$ cat src/rtl/mc_ctrl_pkg.sv
// Shared constants for the multi-cycle MIPS control unit: state encoding,
// opcode/funct values, ALU operation codes and datapath select encodings.
package mc_ctrl_pkg;

    typedef enum logic [3:0] {
        S_START    = 4'd0,
        S_FETCH    = 4'd1,
        S_DECODE   = 4'd2,
        S_EXEC_R   = 4'd3,
        S_EXEC_I   = 4'd4,
        S_ALU_WB   = 4'd5,
        S_MEM_ADDR = 4'd6,
        S_MEM_RD   = 4'd7,
        S_MEM_WR   = 4'd8,
        S_MEM_WB   = 4'd9,
        S_BRANCH   = 4'd10,
        S_JUMP     = 4'd11,
        S_JUMP_R   = 4'd12,
        S_HALT     = 4'd13
    } state_t;

    localparam logic [5:0] OP_RTYPE = 6'h00;
    localparam logic [5:0] OP_J     = 6'h02;
    localparam logic [5:0] OP_JAL   = 6'h03;
    localparam logic [5:0] OP_BEQ   = 6'h04;
    localparam logic [5:0] OP_BNE   = 6'h05;
    localparam logic [5:0] OP_ADDI  = 6'h08;
    localparam logic [5:0] OP_ADDIU = 6'h09;
    localparam logic [5:0] OP_SLTI  = 6'h0A;
    localparam logic [5:0] OP_SLTIU = 6'h0B;
    localparam logic [5:0] OP_ANDI  = 6'h0C;
    localparam logic [5:0] OP_ORI   = 6'h0D;
    localparam logic [5:0] OP_XORI  = 6'h0E;
    localparam logic [5:0] OP_LUI   = 6'h0F;
    localparam logic [5:0] OP_LW    = 6'h23;
    localparam logic [5:0] OP_SW    = 6'h2B;

    localparam logic [5:0] FN_SLL     = 6'h00;
    localparam logic [5:0] FN_SRL     = 6'h02;
    localparam logic [5:0] FN_SRA     = 6'h03;
    localparam logic [5:0] FN_JR      = 6'h08;
    localparam logic [5:0] FN_SYSCALL = 6'h0C;
    localparam logic [5:0] FN_ADD     = 6'h20;
    localparam logic [5:0] FN_ADDU    = 6'h21;
    localparam logic [5:0] FN_SUB     = 6'h22;
    localparam logic [5:0] FN_SUBU    = 6'h23;
    localparam logic [5:0] FN_AND     = 6'h24;
    localparam logic [5:0] FN_OR      = 6'h25;
    localparam logic [5:0] FN_XOR     = 6'h26;
    localparam logic [5:0] FN_NOR     = 6'h27;
    localparam logic [5:0] FN_SLT     = 6'h2A;
    localparam logic [5:0] FN_SLTU    = 6'h2B;

    // Code 0 is kept unused so an idle control word is all zeros.
    localparam logic [3:0] ALU_NONE = 4'd0;
    localparam logic [3:0] ALU_ADD  = 4'd1;
    localparam logic [3:0] ALU_SUB  = 4'd2;
    localparam logic [3:0] ALU_AND  = 4'd3;
    localparam logic [3:0] ALU_OR   = 4'd4;
    localparam logic [3:0] ALU_XOR  = 4'd5;
    localparam logic [3:0] ALU_NOR  = 4'd6;
    localparam logic [3:0] ALU_SLT  = 4'd7;
    localparam logic [3:0] ALU_SLTU = 4'd8;
    localparam logic [3:0] ALU_SLL  = 4'd9;
    localparam logic [3:0] ALU_SRL  = 4'd10;
    localparam logic [3:0] ALU_SRA  = 4'd11;
    localparam logic [3:0] ALU_LUI  = 4'd12;

    localparam logic [1:0] REG_DST_RT = 2'd0;
    localparam logic [1:0] REG_DST_RD = 2'd1;
    localparam logic [1:0] REG_DST_RA = 2'd2;

    localparam logic [1:0] WB_ALUOUT = 2'd0;
    localparam logic [1:0] WB_MDR    = 2'd1;
    localparam logic [1:0] WB_PC     = 2'd2;

    localparam logic [1:0] A_PC    = 2'd0;
    localparam logic [1:0] A_REG   = 2'd1;
    localparam logic [1:0] A_SHAMT = 2'd2;

    localparam logic [1:0] B_REG     = 2'd0;
    localparam logic [1:0] B_FOUR    = 2'd1;
    localparam logic [1:0] B_IMM     = 2'd2;
    localparam logic [1:0] B_IMM_SH2 = 2'd3;

    localparam logic [1:0] PC_ALU    = 2'd0;
    localparam logic [1:0] PC_ALUOUT = 2'd1;
    localparam logic [1:0] PC_JUMP   = 2'd2;
    localparam logic [1:0] PC_REG    = 2'd3;

    function automatic logic is_shift(input logic [5:0] fn);
        return (fn == FN_SLL) || (fn == FN_SRL) || (fn == FN_SRA);
    endfunction

    function automatic logic is_r_alu(input logic [5:0] fn);
        return is_shift(fn) || ((fn >= FN_ADD) && (fn <= FN_NOR)) ||
               (fn == FN_SLT) || (fn == FN_SLTU);
    endfunction

    function automatic logic is_i_alu(input logic [5:0] op);
        return (op >= OP_ADDI) && (op <= OP_LUI);
    endfunction

endpackage

$ cat src/rtl/mc_alu_dec.sv
// ALU operation and immediate-extension decoder: R-type selects by funct,
// everything else by opcode.
module mc_alu_dec
    import mc_ctrl_pkg::*;
(
    input  logic [5:0] opcode,
    input  logic [5:0] funct,
    output logic [3:0] alu_op,
    output logic       ext_sign
);

    always_comb begin
        alu_op   = ALU_ADD;
        ext_sign = 1'b1;
        if (opcode == OP_RTYPE) begin
            case (funct)
                FN_ADD, FN_ADDU: alu_op = ALU_ADD;
                FN_SUB, FN_SUBU: alu_op = ALU_SUB;
                FN_AND:          alu_op = ALU_AND;
                FN_OR:           alu_op = ALU_OR;
                FN_XOR:          alu_op = ALU_XOR;
                FN_NOR:          alu_op = ALU_NOR;
                FN_SLT:          alu_op = ALU_SLT;
                FN_SLTU:         alu_op = ALU_SLTU;
                FN_SLL:          alu_op = ALU_SLL;
                FN_SRL:          alu_op = ALU_SRL;
                FN_SRA:          alu_op = ALU_SRA;
                default:         alu_op = ALU_ADD;
            endcase
        end else begin
            // Logical immediates are zero-extended, all others sign-extended.
            case (opcode)
                OP_ADDI, OP_ADDIU: alu_op = ALU_ADD;
                OP_SLTI:           alu_op = ALU_SLT;
                OP_SLTIU:          alu_op = ALU_SLTU;
                OP_ANDI: begin alu_op = ALU_AND; ext_sign = 1'b0; end
                OP_ORI:  begin alu_op = ALU_OR;  ext_sign = 1'b0; end
                OP_XORI: begin alu_op = ALU_XOR; ext_sign = 1'b0; end
                OP_LUI:            alu_op = ALU_LUI;
                default:           alu_op = ALU_ADD;
            endcase
        end
    end

endmodule

$ cat src/rtl/mc_control.sv
// Multi-cycle MIPS control FSM driving the shared PC/IR/ALU/memory datapath.
// Define MC_CTRL_PERF_EN to add the cycle_cnt/instr_cnt performance counters.
module mc_control
    import mc_ctrl_pkg::*;
#(
    parameter int ALU_OP_W = 4,
    parameter int STATE_W  = 4
) (
    input  logic                clock,
    input  logic                reset,
    input  logic [5:0]          opcode,
    input  logic [5:0]          funct,
    input  logic                zero,
    input  logic                mem_ready,
    output logic                pc_we,
    output logic                ir_we,
    output logic                iord,
    output logic                mem_rd,
    output logic                mem_wr,
    output logic                reg_we,
    output logic [1:0]          reg_dst,
    output logic [1:0]          wb_sel,
    output logic [1:0]          alu_a_sel,
    output logic [1:0]          alu_b_sel,
    output logic [ALU_OP_W-1:0] alu_op,
    output logic                ext_sign,
    output logic [1:0]          pc_src,
    output logic                halted,
    output logic [STATE_W-1:0]  state
`ifdef MC_CTRL_PERF_EN
    ,
    output logic [31:0]         cycle_cnt,
    output logic [31:0]         instr_cnt
`endif
);

    state_t     cur, nxt;
    logic [3:0] alu_op_int;
    logic [3:0] dec_op;
    logic       dec_ext;

    mc_alu_dec u_alu_dec (
        .opcode   (opcode),
        .funct    (funct),
        .alu_op   (dec_op),
        .ext_sign (dec_ext)
    );

    always_ff @(posedge clock or negedge reset) begin
        if (!reset) cur <= S_START;
        else        cur <= nxt;
    end

    // Everything idles at zero unless the current step claims it, so START
    // and HALT (and an async abort into START) never leave a strobe high.
    always_comb begin
        nxt        = cur;
        pc_we      = 1'b0;
        ir_we      = 1'b0;
        iord       = 1'b0;
        mem_rd     = 1'b0;
        mem_wr     = 1'b0;
        reg_we     = 1'b0;
        reg_dst    = REG_DST_RT;
        wb_sel     = WB_ALUOUT;
        alu_a_sel  = A_PC;
        alu_b_sel  = B_REG;
        alu_op_int = ALU_NONE;
        ext_sign   = 1'b0;
        pc_src     = PC_ALU;
        halted     = 1'b0;
        case (cur)
            S_START: nxt = S_FETCH;
            S_FETCH: begin
                mem_rd     = 1'b1;
                alu_b_sel  = B_FOUR;
                alu_op_int = ALU_ADD;
                if (mem_ready) begin
                    ir_we = 1'b1;
                    pc_we = 1'b1;
                    nxt   = S_DECODE;
                end
            end
            S_DECODE: begin
                alu_b_sel  = B_IMM_SH2;
                ext_sign   = 1'b1;
                alu_op_int = ALU_ADD;
                case (opcode)
                    OP_RTYPE: begin
                        if (funct == FN_JR)        nxt = S_JUMP_R;
                        else if (is_r_alu(funct))  nxt = S_EXEC_R;
                        else                       nxt = S_HALT;
                    end
                    OP_LW, OP_SW:   nxt = S_MEM_ADDR;
                    OP_BEQ, OP_BNE: nxt = S_BRANCH;
                    OP_J, OP_JAL:   nxt = S_JUMP;
                    default:        nxt = is_i_alu(opcode) ? S_EXEC_I : S_HALT;
                endcase
            end
            S_EXEC_R: begin
                alu_a_sel  = is_shift(funct) ? A_SHAMT : A_REG;
                alu_op_int = dec_op;
                nxt        = S_ALU_WB;
            end
            S_EXEC_I: begin
                alu_a_sel  = A_REG;
                alu_b_sel  = B_IMM;
                alu_op_int = dec_op;
                ext_sign   = dec_ext;
                nxt        = S_ALU_WB;
            end
            S_ALU_WB: begin
                reg_we  = 1'b1;
                reg_dst = (opcode == OP_RTYPE) ? REG_DST_RD : REG_DST_RT;
                nxt     = S_FETCH;
            end
            S_MEM_ADDR: begin
                alu_a_sel  = A_REG;
                alu_b_sel  = B_IMM;
                ext_sign   = 1'b1;
                alu_op_int = ALU_ADD;
                nxt        = (opcode == OP_SW) ? S_MEM_WR : S_MEM_RD;
            end
            S_MEM_RD: begin
                mem_rd = 1'b1;
                iord   = 1'b1;
                if (mem_ready) nxt = S_MEM_WB;
            end
            S_MEM_WR: begin
                mem_wr = 1'b1;
                iord   = 1'b1;
                if (mem_ready) nxt = S_FETCH;
            end
            S_MEM_WB: begin
                reg_we = 1'b1;
                wb_sel = WB_MDR;
                nxt    = S_FETCH;
            end
            S_BRANCH: begin
                alu_a_sel  = A_REG;
                alu_op_int = ALU_SUB;
                pc_src     = PC_ALUOUT;
                pc_we      = (opcode == OP_BNE) ? ~zero : zero;
                nxt        = S_FETCH;
            end
            S_JUMP: begin
                pc_we  = 1'b1;
                pc_src = PC_JUMP;
                // PC already holds PC+4, which is the jal link value.
                if (opcode == OP_JAL) begin
                    reg_we  = 1'b1;
                    reg_dst = REG_DST_RA;
                    wb_sel  = WB_PC;
                end
                nxt = S_FETCH;
            end
            S_JUMP_R: begin
                pc_we  = 1'b1;
                pc_src = PC_REG;
                nxt    = S_FETCH;
            end
            S_HALT:  halted = 1'b1;
            default: nxt = S_START;
        endcase
    end

    assign alu_op = ALU_OP_W'(alu_op_int);
    assign state  = STATE_W'(cur);

`ifdef MC_CTRL_PERF_EN
    // A return to FETCH from any working state marks one retired instruction.
    always_ff @(posedge clock or negedge reset) begin
        if (!reset) begin
            cycle_cnt <= '0;
            instr_cnt <= '0;
        end else begin
            if (cur != S_START && cur != S_HALT)
                cycle_cnt <= cycle_cnt + 32'd1;
            if (nxt == S_FETCH && cur != S_FETCH && cur != S_START)
                instr_cnt <= instr_cnt + 32'd1;
        end
    end
`endif

endmodule

$ cat config.mk
export PLATFORM = sky130hd
export DESIGN_NAME = mc_control
export DESIGN_NICKNAME = d
export VERILOG_FILES = /design/src/rtl/mc_ctrl_pkg.sv /design/src/rtl/mc_alu_dec.sv /design/src/rtl/mc_control.sv
export SDC_FILE = /design/constraint.sdc
export NUM_CORES = 1
export LEC_CHECK = 0
export CAP_MARGIN = 20
export CORE_MARGIN = 1.5
export CORE_UTILIZATION = 49
export CTS_BUF_LIST = sky130_fd_sc_hd__clkbuf_4
export DETAILED_ROUTE_END_ITERATION = 12
export PLACE_DENSITY = 0.95
export SLEW_MARGIN = 10
export SYNTH_ARGS = -nofsm -noshare
export SYNTH_HDL_FRONTEND = slang
export SYNTH_HIERARCHICAL = 1
export SYNTH_SLANG_ARGS = --single-unit
$ cat constraint.sdc
create_clock -name clock -period 4.5 [get_ports clock]
set_input_delay 0.45 -clock clock [delete_from_list [all_inputs] [get_ports clock]]
set_output_delay 0.45 -clock clock [all_outputs]
set_load 0.05 [all_outputs]
### Word level (Yosys, flattened, before mapping)

Memory sizes are Yosys's and may differ from the RTL's.
Cells that the tools add are included.

* logic and storage cells: 99
* input port bits: 16
* bits in registers: 4
* output and inout bits: 26
* memories kept: 1
* bits in read-only memories: 256

Memory list
* (name not given): depth 64, width 4, rd ports 1, clocked after memory_dff 0, write ports 0, line mc_alu_dec.sv:16 `case (funct)`

* muxes and demuxes: 33
* order comparisons: 4
* reduce and logical (&&, ||, !) cells: 25
* bitwise operators: 2
* eq/ne operators: 33

Operator list (number)
* equality test 6 x 4 -> 1 bit (second input constant): 7
* two-way mux 4 bit: 8
* case mux 4 bit (8 select lines): 1
* equality test 4 bit (second input constant): 6
* equality test 6 x 2 -> 1 bit (second input constant): 4
* equality test 6 bit (second input constant): 4
* case mux 4 bit (6 select lines): 1
* OR reduction 2 bit: 10
* equality test 4 x 3 -> 1 bit (second input constant): 4
* case mux 4 bit (4 select lines): 1
* equality test 6 x 3 -> 1 bit (second input constant): 2
* logical NOT 6 bit: 2
* case mux 2 bit (2 select lines): 3
* case mux 2 bit (3 select lines): 2
* case mux 4 bit (3 select lines): 1
* two-way mux 1 bit: 11
* OR reduction 3 bit: 3
* equality test 4 x 2 -> 1 bit (second input constant): 2
* greater-or-equal comparator 6 x 4 -> 1 bit (second input constant): 1
* greater-or-equal comparator 6 bit (second input constant): 1
* less-or-equal comparator 6 x 4 -> 1 bit (second input constant): 1
* less-or-equal comparator 6 bit (second input constant): 1
* != test 2 bit (second input constant): 3
* OR reduction 6 bit: 1
* 9 further kinds: 17

### Longest topological paths before layout

Gate-level depths: netlist of the first run.

* depth after elaboration: 10
* gate-level depth with buffers: 10
* depth with buffers taken out: 10

### By module

The synthesis of the first run kept the hierarchy.

Modules (own cells, without submodules)
* mc_control: sequential area each 100.1 µm², times used 1, area an instance 810.8 µm², cells each 125
* mc_alu_dec: sequential area each 0.0 µm², times used 1, area an instance 257.7 µm², cells each 41

### Worst setup path after synthesis of the first run

OpenSTA, ideal clock, no wires.

* kind: flip-flop to output port
* start point: register cur[1], in the netlist state[1]
* end point: output alu_a_sel[1]
* required time: 4.050 ns
* slack: 1.457 ns
* buffers on the path: 2
* data arrival time: 2.593 ns
* stages on the path, launching flop included: 5
* path through: dfrtp_1 -> buf_2 -> buf_6 -> nand3_1 -> nor4_1

* longest elaborated chain between the ends: 3
* elaborated cells between the ends (all ways): 6
* classes of those cells: 4 x eq/ne; 1 x mux; 1 x reduce/logical

Ends and longest elaborated chain
* start, declared: line mc_control.sv:37 `state_t cur, nxt;`
* start signal, assigned: line mc_control.sv:51 `else cur <= nxt;`
* equality test 4 bit or equality test 4 x 3 -> 1 bit (tied branches): line mc_control.sv:72 `case (cur)`
* OR reduction 3 bit (no line)
* case mux 2 bit (2 select lines) *: line mc_control.sv:72
* end, declared: line mc_control.sv:23 `output logic [1:0] alu_a_sel,`

Mark *: on every way between the ends. The rest lies on a longest branch, timed or not.

### Worst setup path in the final report of the first run

* start point: input funct[1]
* end point: output alu_op[1]

* longest elaborated chain between the ends: 3

Ends and longest elaborated chain
* start, declared: line mc_control.sv:12 `input logic [5:0] funct,`
* memory read (64 x 4 bit)
* two-way mux 4 bit: line mc_alu_dec.sv:15 `if (opcode == OP_RTYPE) begin`
* net dec_op[1]: line mc_control.sv:39 `logic [3:0] dec_op;`
* case mux 4 bit (3 select lines): line mc_control.sv:72
* end, declared: line mc_control.sv:25 `output logic [ALU_OP_W-1:0] alu_op,`

The timed path passes the listed nets, and every way through them passes these cells.

==> results.json, run 1 <==
{
  "status": "finished clean",
  "grt_max_degree": 24,
  "most_common_library_cell_in_the_layout_ignoring_fill_and_taps": "sky130_fd_sc_hd__clkdlybuf4s50_1",
  "rsz0062_at_grt": "false",
  "slew_headroom_pct": 55.6,
  "max_clock_freq_ghz": 0.257,
  "post_drt_via_cell_ratio": 5.94,
  "antenna_violating_nets_post_route": 0,
  "yosys.cell_types.count": 46,
  "antenna_found_initial": 0,
  "synth_top_area_cell": "sky130_fd_sc_hd__dfrtp_1",
  "overflow": 0,
  "boundaryPins": 42,
  "syn_area_sq_um": 1070,
  "cts_num_sinks": 4,
  "report.final.slew_viol_count": 0,
  "max_slew.worst_pin.slew_ps": 666,
  "path_clk_slew_ps": 40,
  "clock_tree.htree_level_count": 1,
  "cts-resized-gates": 0,
  "max-clock-path-buffers": 2,
  "synth_seq_area_share_pct": 9.37,
  "synthCells": 166,
  "core_area_sq_um": 2000,
  "hpwl_dp_microns": 2420,
  "grt_pass1_vias": 1266,
  "detailroute.via_count": 1349,
  "drive_gt1_share_pct": 4.50,
  "area_growth_syn_to_fin_pct": 38.3,
  "crit_path_end_kind": "primary output",
  "hold_class": "in -> async",
  "global_placer_s_final_weighted_congestion": 0.949,
  "wp_data_required_ps": 4050,
  "clock_insertion_delay_worst_skew_ps": 240,
  "grt_first_pass_wirelength_microns": 5490,
  "fp.dieArea_sq_um": 2470,
  "setup_viol_count_final": 0,
  "crit_arrival_ps": 3450,
  "grt_util_all_layers_pct": 27.9,
  "async_reset_ff_share_pct": 100,
  "die_width_microns": 49.7,
  "final.setup_skew_ps": 2.53,
  "synth_top_cell_area_share_pct": 9.37,
  "max-cap-violations": 0,
  "detailedRoute.firstIterationViolations": 50,
  "routedWlPerCell_microns": 14.3,
  "start_kind": "primary input",
  "timing_worst_setup_path_type": "in -> out",
  "totalNegativeSetupSlack_ps": 0,
  "post-route-period-util_pct": 86.6,
  "cts.root.buffer_cell": "sky130_fd_sc_hd__clkbuf_4",
  "final_util_pct": 73.8,
  "post_cts.repair.setup_buffers": 0,
  "route.detailed.drc": 0,
  "cts_tree": "yes",
  "die_height_microns": 49.7,
  "rr_worst_depth": 5,
  "dr.pass1.iters": 5,
  "final.min_clock_period_ps": 3900,
  "diodes": 0,
  "placed_cell_area_sq_um": 1460,
  "final_nets": 222,
  "synthTopCellsByArea": "sky130_fd_sc_hd__dfrtp_1 (9.4%), sky130_fd_sc_hd__nor2_1 (7.4%), sky130_fd_sc_hd__nand2_1 (7.0%)",
  "finalWirelength_microns": 3240,
  "most-common-layout-cells": "sky130_fd_sc_hd__clkdlybuf4s50_1 (41), sky130_fd_sc_hd__nor2_1 (21), sky130_fd_sc_hd__nand2_1 (20)",
  "critical_path.max_fanout": 8,
  "cellPowerDensity_nw_per_um2": 544,
  "synth-warning-count": 6,
  "postLayoutCellArea_sq_um": 1480,
  "syn_nets": 186,
  "synth-seq-cells": 4,
  "synth-edff-count": 0,
  "starting_density_pct": 53.4,
  "post_cts_hold_buffer_count": 0,
  "cts_inserted_buffers": 3,
  "leak_pwr_uw": 0.000527,
  "largest_register_ff_count": 4,
  "hold_violations": 0,
  "place.port_buffers": 41,
  "ys_dominant_reg_cell": "sky130_fd_sc_hd__dfrtp_1",
  "num_rows": 16,
  "post_synth.cell_area_avg_sq_um": 6.44,
  "worst_ir_drop_vdd_mv": 0.597
}
## logic make-up (layout without fill, tap and decap cells)
group | count (synthesis) | after routing | share of synthesized area, %
AOI/OAI and AO/OA | 47 | 47 | 30.8
DFF | 4 | 4 | 9.37
and+or+nand+nor | 83 | 83 | 39.6
buffers and inverters | 21 | 55 | 9.25
muxes | 3 | 3 | 3.04
adders and majority gates | 4 | 4 | 4.68
xor gates and xnor gates | 4 | 4 | 3.28
## area by class of cell
cell class                 count  area (sq um)
timing repair buffer          41           410
multi-input combinational    141           870
fill                         165           524
clock buffer                   3          22.5
sequential                     4           100
tap                           27          33.8
inverter                      11          41.3
## final timing paths
path | start | endpoint | slack (ps)
worst max-delay path | funct[1] | alu_op[1] | 600
worst min-delay path | reset | state[2] | 420
worst max register to register | state[1] | state[2] | 2670
worst min register to register | state[3] | state[1] | 880
max in group asynchronous | reset | state[0] | 3910
min in group clock | state[3] | state[1] | 880
## synthesized netlist by cell type (2+ instances only)
cell type                  instances
sky130_fd_sc_hd__xor2_1            2
sky130_fd_sc_hd__inv_1            11
sky130_fd_sc_hd__nor3b_1           3
sky130_fd_sc_hd__a21boi_0          2
sky130_fd_sc_hd__nand2b_1          7
sky130_fd_sc_hd__nand3_1           5
sky130_fd_sc_hd__o32ai_1           4
sky130_fd_sc_hd__o32a_1            2
sky130_fd_sc_hd__a31oi_1           2
sky130_fd_sc_hd__nand3b_1          2
sky130_fd_sc_hd__o31ai_1           2
sky130_fd_sc_hd__a21oi_1          14
sky130_fd_sc_hd__mux2_2            2
sky130_fd_sc_hd__o21ai_0           5
sky130_fd_sc_hd__buf_2             4
sky130_fd_sc_hd__nor4_1            4
sky130_fd_sc_hd__xnor2_1           2
sky130_fd_sc_hd__nand2_1          20
sky130_fd_sc_hd__clkbuf_1          3
sky130_fd_sc_hd__nor4b_1           2
sky130_fd_sc_hd__nor2b_1           2
sky130_fd_sc_hd__o211ai_1          2
sky130_fd_sc_hd__ha_1              4
sky130_fd_sc_hd__nor2_1           21
sky130_fd_sc_hd__buf_4             2
sky130_fd_sc_hd__nor3_1           11
sky130_fd_sc_hd__o22ai_1           3
sky130_fd_sc_hd__dfrtp_1           4
sky130_fd_sc_hd__nor3_2            2
## critical path, stage by stage
cell and delay, ps:
sky130_fd_sc_hd__clkdlybuf4s50_1 610, sky130_fd_sc_hd__inv_1 120, sky130_fd_sc_hd__ha_1 290, sky130_fd_sc_hd__nand2b_1 140
sky130_fd_sc_hd__a21oi_1 160, sky130_fd_sc_hd__nor2_1 80, sky130_fd_sc_hd__o32ai_1 260, sky130_fd_sc_hd__inv_1 90
sky130_fd_sc_hd__nor3_1 170, sky130_fd_sc_hd__a21oi_1 60, sky130_fd_sc_hd__o22ai_1 170, sky130_fd_sc_hd__clkdlybuf4s50_1 850
## metal layers
layer  up-vias  track usage [%]  part of all wire [%]
met5         -                0                     0
met4         0             12.5                   1.6
met3         6             3.33                   4.7
met2        57             46.7                    47
met1       604             35.5                    47
li1        682                -                     -
## stage by stage
stage	power (uW)	hold WS, ps	setup WS [ps]	std cells
2_1_floorplan	571	154	1460	166
3_3_place_gp	746	657	762	224
3_5_place_dp	750	666	668	224
4_1_cts	800	418	647	227
5_1_grt	854	415	379	227
6_report	804	415	603	227
## report_power, final
| group | switching [uW] | total, uW | internal (uW) | leakage, uW |
|---|---|---|---|---|
| Combinational | 403 | 631 | 228 | 0.000464 |
| Clock | 16.1 | 46.0 | 29.9 | 0.0000138 |
| Sequential | 77.7 | 127 | 48.8 | 0.0000494 |
No activity file was read; power rests on OpenSTA's default activity.
==> run 2, diff against run 1 <==
--- a/config.mk
+++ b/config.mk
@@ -7,10 +7,11 @@
 export LEC_CHECK = 0
 export CAP_MARGIN = 20
 export CORE_MARGIN = 1.5
-export CORE_UTILIZATION = 49
+export CORE_UTILIZATION = 45
 export CTS_BUF_LIST = sky130_fd_sc_hd__clkbuf_4
 export DETAILED_ROUTE_END_ITERATION = 12
-export PLACE_DENSITY = 0.95
+export GPL_TIMING_DRIVEN = 0
+export PLACE_DENSITY = 0.94
 export SLEW_MARGIN = 10
 export SYNTH_ARGS = -nofsm -noshare
 export SYNTH_HDL_FRONTEND = slang
==> constraint.sdc (replaced) <==
create_clock -name clock -period 3.65 [get_ports clock]
set_input_delay 0.365 -clock clock [delete_from_list [all_inputs] [get_ports clock]]
set_output_delay 0.365 -clock clock [all_outputs]
set_load 0.05 [all_outputs]
==> results.json, run 2 (same netlist as run 1, synthesis figures left out) <==
{
  "die_width_microns": 51.7,
  "max-clock-path-buffers": 2,
  "path_clk_slew_ps": 40,
  "fp.dieArea_sq_um": 2680,
  "cts-resized-gates": 1,
  "final_util_pct": 68.6,
  "max-cap-violations": 0,
  "grt_max_degree": 13,
  "area_growth_syn_to_fin_pct": 43.3,
  "route.detailed.drc": 0,
  "leak_pwr_uw": 0.000566,
  "cts_tree": "yes",
  "placed_cells_incl_taps": 235,
  "antenna_found_initial": 0,
  "final_cell_count_no_fill": 238,
  "overflow": 0,
  "largest_register_ff_count": 4,
  "critical_path.max_fanout": 10,
  "wp_data_required_ps": 3280,
  "global_placer_s_final_weighted_congestion": 0.924,
  "status": "finished clean",
  "final.setup_skew_ps": 3.41,
  "core_area_sq_um": 2230,
  "fillCellCount": 212,
  "final_nets": 232,
  "max_slew.worst_pin.slew_ps": 520,
  "cellPowerDensity_nw_per_um2": 678,
  "crit_arrival_ps": 2900,
  "start_kind": "primary input",
  "layout.area.seq_sq_um": 100,
  "antenna_violating_nets_post_route": 0,
  "boundaryPins": 42,
  "dr.pass1.iters": 4,
  "cts.root.buffer_cell": "sky130_fd_sc_hd__clkbuf_4",
  "place_worst_setup_slack_ps": -79.4,
  "detailedRoute.firstIterationViolations": 42,
  "place.port_buffers": 41,
  "setup_viol_count_final": 0,
  "starting_density_pct": 47.8,
  "num_rows": 17,
  "max_clock_freq_ghz": 0.306,
  "routedWlPerCell_microns": 14.5,
  "holdWs_ps": 336,
  "setup_slack_ps": 385,
  "rsz0062_at_grt": "false",
  "cts_num_sinks": 4,
  "worst_ir_drop_vdd_mv": 0.748,
  "timing_worst_setup_path_type": "in -> out",
  "post_cts_hold_buffer_count": 0,
  "hold_class": "in -> async",
  "cts_inserted_buffers": 3,
  "most_common_library_cell_in_the_layout_ignoring_fill_and_taps": "sky130_fd_sc_hd__clkdlybuf4s50_1",
  "most-common-layout-cells": "sky130_fd_sc_hd__clkdlybuf4s50_1 (40), sky130_fd_sc_hd__nor2_1 (21), sky130_fd_sc_hd__nand2_1 (20)",
  "hpwl_dp_microns": 2690,
  "final.min_clock_period_ps": 3260,
  "multi_input_comb_area_sq_um": 870,
  "grt_first_pass_wirelength_microns": 5600,
  "finalWirelength_microns": 3440,
  "crit_path_end_kind": "primary output",
  "post-route-period-util_pct": 89.4,
  "totalNegativeSetupSlack_ps": 0,
  "drive_gt1_share_pct": 8.10,
  "clock_insertion_delay_worst_skew_ps": 240,
  "detailroute.via_count": 1401,
  "report.final.slew_viol_count": 0,
  "grt_pass1_vias": 1268,
  "grt_util_all_layers_pct": 26.9,
  "slew_headroom_pct": 65.2,
  "post_drt_via_cell_ratio": 5.89,
  "hold_violations": 0,
  "clock_tree.htree_level_count": 1,
  "post_cts.repair.setup_buffers": 0,
  "diodes": 0,
  "die_height_microns": 51.7
}
[run 2: where the power goes]
| part | internal (uW) | switching (uW) |
|---|---|---|
| clock | 36.8 | 18.6 |
| combinational | 307 | 598 |
| sequential | 62.0 | 15.3 |
[run 2: final timing paths]
check / startpoint / depth (start not counted) / slack [ps] / endpoint
worst max-delay path: opcode[3] / 7 / 390 / pc_we
worst min-delay path: reset / 1 / 340 / state[1]
worst max register to register: state[1] / 6 / 2030 / state[0]
worst min register to register: state[0] / 3 / 770 / state[0]
max in group asynchronous: reset / 1 / 3140 / state[3]
min in group clock: state[0] / 3 / 770 / state[0]
[run 2: metal layers]
metal  up-vias  wire (microns)  GRT usage, %
li1        704               -             -
met1       640            1630          37.3
met2        51            1620          44.7
met3         6             163          2.01
met4         0              30          7.02
met5         -               0             0
[run 2: metrics by stage]
step           total power (uW)  cell area, sq um
2_1_floorplan               704              1070
3_3_place_gp                963              1510
3_5_place_dp                974              1510
4_1_cts                    1030              1540
5_1_grt                    1100              1530
6_report                   1040              1530
[run 2: critical path, stage by stage]
cell	delay [ps]
sky130_fd_sc_hd__clkdlybuf4s50_1	570
sky130_fd_sc_hd__or3_4	420
sky130_fd_sc_hd__nor3_2	170
sky130_fd_sc_hd__xor2_1	200
sky130_fd_sc_hd__a32oi_1	130
sky130_fd_sc_hd__o32ai_1	170
sky130_fd_sc_hd__clkdlybuf4s50_1	860
[run 2: layout make-up]
class / instances / area share [%]
Inverter: 11 / 2.70
Multi-Input combinational cell: 141 / 56.8
Clock buffer: 3 / 1.47
Tap cell: 28 / 2.29
Timing Repair Buffer: 41 / 26.5
Sequential cell: 4 / 6.54
Buffer: 10 / 3.76
